`config.mk`:
```
export PLATFORM = sky130hd
export DESIGN_NAME = nv_fifo_ctrl_rws_32x32
export DESIGN_NICKNAME = d
export VERILOG_FILES = /design/src/rtl/nv_fifo_ctrl_rws_32x32.sv
export SDC_FILE = /design/constraint.sdc
export NUM_CORES = 1
export LEC_CHECK = 0
export ABC_CLOCK_PERIOD_IN_PS = 2900
export CAP_MARGIN = 5
export CORE_AREA = 5 5 95 71
export CTS_BUF_LIST = sky130_fd_sc_hd__clkbuf_16
export DETAILED_ROUTE_END_ITERATION = 12
export DIE_AREA = 0 0 100 76
export MAX_ROUTING_LAYER = met4
export PLACE_DENSITY = 0.82
export SLEW_MARGIN = 20
export SYNTH_ARGS = -nofsm -noshare
export SYNTH_HDL_FRONTEND = slang
export SYNTH_SLANG_ARGS = --single-unit
```
`constraint.sdc`:
```
create_clock -name nvdla_core_clk -period 2.9 [get_ports nvdla_core_clk]
set_input_delay 0.725 -clock nvdla_core_clk [delete_from_list [all_inputs] [get_ports nvdla_core_clk]]
set_output_delay 0.725 -clock nvdla_core_clk [all_outputs]
set_load 0.02 [all_outputs]
```
`src/rtl/nv_fifo_ctrl_rws_32x32.sv`:
```
// 32x32 FIFO controller driving an external dual-port RAM whose read address is latched by ram_re.
// Define NV_FIFO_CTRL_LVL_EN to add the registered occupancy port fifo_lvl.
module nv_fifo_ctrl_rws_32x32 #(
    parameter int DATA_W = 32
) (
    input  logic              nvdla_core_clk,
    input  logic              nvdla_core_rstn,
    input  logic              wr_pvld,
    output logic              wr_prdy,
    input  logic [DATA_W-1:0] wr_pd,
    output logic              rd_pvld,
    input  logic              rd_prdy,
    output logic [DATA_W-1:0] rd_pd,
    output logic              ram_we,
    output logic [4:0]        ram_wa,
    output logic [DATA_W-1:0] ram_di,
    output logic              ram_re,
    output logic [4:0]        ram_ra,
    input  logic [DATA_W-1:0] ram_dout
`ifdef NV_FIFO_CTRL_LVL_EN
    ,
    output logic [5:0]        fifo_lvl
`endif
);

    localparam logic [5:0] FULL = 6'd32;

    logic [4:0] wr_ptr;
    logic [4:0] rd_ptr;
    logic [5:0] count;
    logic [5:0] fetch_cnt;
    logic       vld_p1;
    logic       wr_acc_p0;
    logic       fetch_p0;
    logic       pop_p1;

    // Ready comes straight from the occupancy register so rd_prdy never reaches wr_prdy.
    assign wr_prdy   = (count != FULL);
    assign wr_acc_p0 = wr_pvld & wr_prdy;
    assign pop_p1    = vld_p1 & rd_prdy;
    assign fetch_p0  = (fetch_cnt != 6'd0) & (~vld_p1 | rd_prdy);

    assign ram_we = wr_acc_p0;
    assign ram_wa = wr_ptr;
    assign ram_di = wr_pd;
    assign ram_re = fetch_p0;
    assign ram_ra = rd_ptr;

    // Stage p1: RAM output is presented as-is; holding ram_re low keeps it stable under stall.
    assign rd_pvld = vld_p1;
    assign rd_pd   = ram_dout;

`ifdef NV_FIFO_CTRL_LVL_EN
    assign fifo_lvl = count;
`endif

    always_ff @(posedge nvdla_core_clk or negedge nvdla_core_rstn) begin
        if (!nvdla_core_rstn) begin
            wr_ptr    <= 5'd0;
            rd_ptr    <= 5'd0;
            count     <= 6'd0;
            fetch_cnt <= 6'd0;
            vld_p1    <= 1'b0;
        end else begin
            if (wr_acc_p0) begin
                wr_ptr <= wr_ptr + 5'd1;
            end
            if (fetch_p0) begin
                rd_ptr <= rd_ptr + 5'd1;
            end

            case ({wr_acc_p0, pop_p1})
                2'b10:   count <= count + 6'd1;
                2'b01:   count <= count - 6'd1;
                default: count <= count;
            endcase

            // An entry written this cycle only becomes fetchable from the next one.
            case ({wr_acc_p0, fetch_p0})
                2'b10:   fetch_cnt <= fetch_cnt + 6'd1;
                2'b01:   fetch_cnt <= fetch_cnt - 6'd1;
                default: fetch_cnt <= fetch_cnt;
            endcase

            if (fetch_p0) begin
                vld_p1 <= 1'b1;
            end else if (pop_p1) begin
                vld_p1 <= 1'b0;
            end
        end
    end

endmodule
```
==> impl_metrics.ini <==
[run_status]
status = finished clean

[placement]
place_area_sq_um = 1800
gp_congestion = 0.831
hpwlAfterDp_um = 2360
io_buffers = 17
dp.cells = 240
pre_cts_slack_ns = -0.107

[timing]
finalClockSkew_ns = 0.00783
relSlewSlack_pct = 77.7
rsz0062_at_grt = no
drv_slew = 0
fin_crit_ns = 2.78
max_freq_mhz = 359
hold_violations = 0
fin_ws_ns = 0.115
tightest_slew_ns = 0.331
finalCritPeriodShare_pct = 96.0
setup_viol = 0

[layout]
final_nets = 249
syn_to_final_growth_pct = 0.937
final_area_sq_um = 1890
num_antenna_cells = 0
fin_cells = 244
num-fill-cells = 598
multiInputGateArea_sq_um = 796
regArea_sq_um = 576
drive_gt1_share_pct = 22.3
fin_util_pct = 32.2

[setup_path]
cp.required_ns = 2.17
max_stage_delay_ns = 0.59
cp-end-kind = output port
start_kind = input pin
r2r_cells = 9
crit_top_cell = clkdlybuf4s50_1
crit_path_cell_trace = clkdlybuf4s50_1 > nand2_1 > buf_4 > inv_2 > clkdlybuf4s50_1
cp.arrival_ns = 2.06
crit_type = input pin to output port
slowest_stage = clkdlybuf4s50_1
crit_fanout = 3

[floorplanning]
die_area_sq_um = 7600
io_pins = 146
dieWidth_um = 100
die_y_um = 76
initial_core_util_pct = 31.9
core_area_sq_um = 5860
num_rows = 24

[drt]
vias = 1132
drtIter0Drc = 79
drc = 0
wl_um = 3050
ant_nets = 0
vias_per_cell = 4.64
wire_per_inst_um = 12.5
drtPass1Iterations = 4

[cts]
cts_sinks = 23
path_clk_slew_ns = 0.06
cts_tree = done
cts_hold_buf = 0
clockBufferDepth = 2
htreeDepth = 1
cts-root-buf = clkbuf_16
clock_latency_ns = 0.26
cts_buffers = 3

[synth]
syn_avg_cell_area_sq_um = 9.79
syn-instance-count = 191
seq_area_frac_synth_pct = 30.8
yosysWarnings = 0
syn_nets = 273
synth_area_sq_um = 1870
ys_seq_elements = 23
yosys.cell_types.count = 30

[power_and_ir_drop]
power.density_nw_per_um2 = 1100
worst_ir_drop_vdd_mv = 0.387
p_leak_nw = 0.818

[global_routing]
antenna_found_initial = 0
grt_usage_pct = 8.17
grt_pass1_wl_um = 4900
grt_pass1_vias = 1090
gr-total-overflow = 0
grt_max_degree = 24

[min_path]
hold_path.class = flip-flop to flip-flop
holdPathStages = 1

[job]
cap_violations = 0
-- report_power, final --
| part | total [mW] | internal (mW) | switching [mW] |
|---|---|---|---|
| Clock | 0.303 | 0.186 | 0.117 |
| Combinational | 1.11 | 0.606 | 0.507 |
| Sequential | 0.664 | 0.487 | 0.177 |
-- critical path: cells and delay by family --
kind,cells,cell delay (ns)
buffers and inverters,4,1.24
AND/OR/NAND/NOR,1,0.10
-- through the flow --
step	hold WS, ns	power [mW]	setup TNS (ns)
6_report	0.470	2.08	0
2_1_floorplan	0.429	1.48	0
5_1_grt	0.508	2.24	0
3_5_place_dp	0.472	1.79	-0.229
3_3_place_gp	0.462	1.74	-0.0408
4_1_cts	0.480	2.10	0
-- state kept, by name, indices dropped and copies added (netlist names) --
name / count
count: 6
fetch_cnt: 6
ram_ra: 5
ram_wa: 5
rd_pvld: 1
-- layer usage --
metal / share of wire (%) / track usage, % / vias up
li1: - / - / 532
met1: 48 / 10.0 / 546
met2: 42 / 11.4 / 43
met3: 8.6 / 4.03 / 11
met4: 1.5 / 3.36 / 0
met5: 0 / - / -
-- area by class of cell --
type / instances / area share, %
Tap cell: 78 / 5.17
Clock inverter: 1 / 0.265
Clock buffer: 3 / 3.98
Timing Repair Buffer: 37 / 16.9
Multi-Input combinational cell: 97 / 42.2
Inverter: 5 / 0.995
Sequential cell: 23 / 30.5
-- cell usage after synthesis --
cell type,count,area (sq um)
xor2_1,6,52.6
a21boi_0,1,7.51
nand4_1,4,25.0
mux2_4,2,30.0
a2111oi_2,2,30.0
inv_2,1,3.75
dfrtp_1,23,576
and2_1,1,6.26
a21o_1,3,22.5
clkbuf_1,2,7.51
o31ai_1,1,7.51
a211oi_2,2,25.0
xnor2_1,9,78.8
inv_1,4,15.0
mux2_2,3,33.8
nor4_1,2,12.5
o21bai_1,2,15.0
nor3b_1,5,37.5
a21oi_1,6,30.0
nor2b_1,7,43.8
mux2i_1,1,10.0
nand4b_1,2,17.5
buf_4,64,480
fa_1,2,40.0
nand2_1,10,37.5
nand3b_1,1,7.51
o21ai_0,8,40.0
ha_1,12,150
o211ai_1,2,15.0
nor2_1,3,11.3
-- what timing repair did --
item | 4_1_cts | 5_1_grt
setup buffers | 0 | 0
gates resized for setup | 1 | 2
endpoints found under the setup margin | 1 | 1
-- worst paths after layout --
check                           startpoint         to  slack [ns]
hold reg to reg                  ram_ra[4]  ram_ra[4]        0.47
setup reg to reg                  count[0]   count[5]        0.27
hold / removal                   ram_ra[4]  ram_ra[4]        0.47
min in group asynchronous  nvdla_core_rstn   count[1]        0.82
setup / recovery                   wr_pvld     ram_we        0.12
max in group asynchronous  nvdla_core_rstn  ram_ra[1]        1.83
-- cell families (layout without fill, tap and decap cells) --
family                   count (synthesis)  in the layout  synth area share (%)
AO/OA/AOI/OAI                           27             27                  10.3
XOR/XNOR                                15             15                  7.03
adder cells (fa/ha/maj)                 14             14                  10.2
buffers and inverters                   71             46                  27.1
flip-flops                              23             23                  30.8
multiplexers                             6              6                  3.95
AND/OR/NAND/NOR                         35             35                  10.6
-- layout by cell type (no fill, tap or decap), types with 2 or more instances in the layout --
master,Yosys,final
a211oi_2,2,2
mux2_4,2,2
a2111oi_2,2,2
nor2b_1,7,7
nor2_1,3,2
clkbuf_16,0,3
clkdlybuf4s50_1,0,16
xnor2_1,9,9
xor2_1,6,6
nand4b_1,2,2
o21ai_0,8,8
o211ai_1,2,2
nor3b_1,5,5
ha_1,12,11
dfrtp_1,23,23
nand2_1,10,10
buf_4,64,20
o21bai_1,2,2
nand4_1,4,4
inv_1,4,4
mux2_2,3,3
fa_1,2,2
a21o_1,3,3
a21oi_1,6,5
nor4_1,2,2
Power figures use the tool's default switching activity.
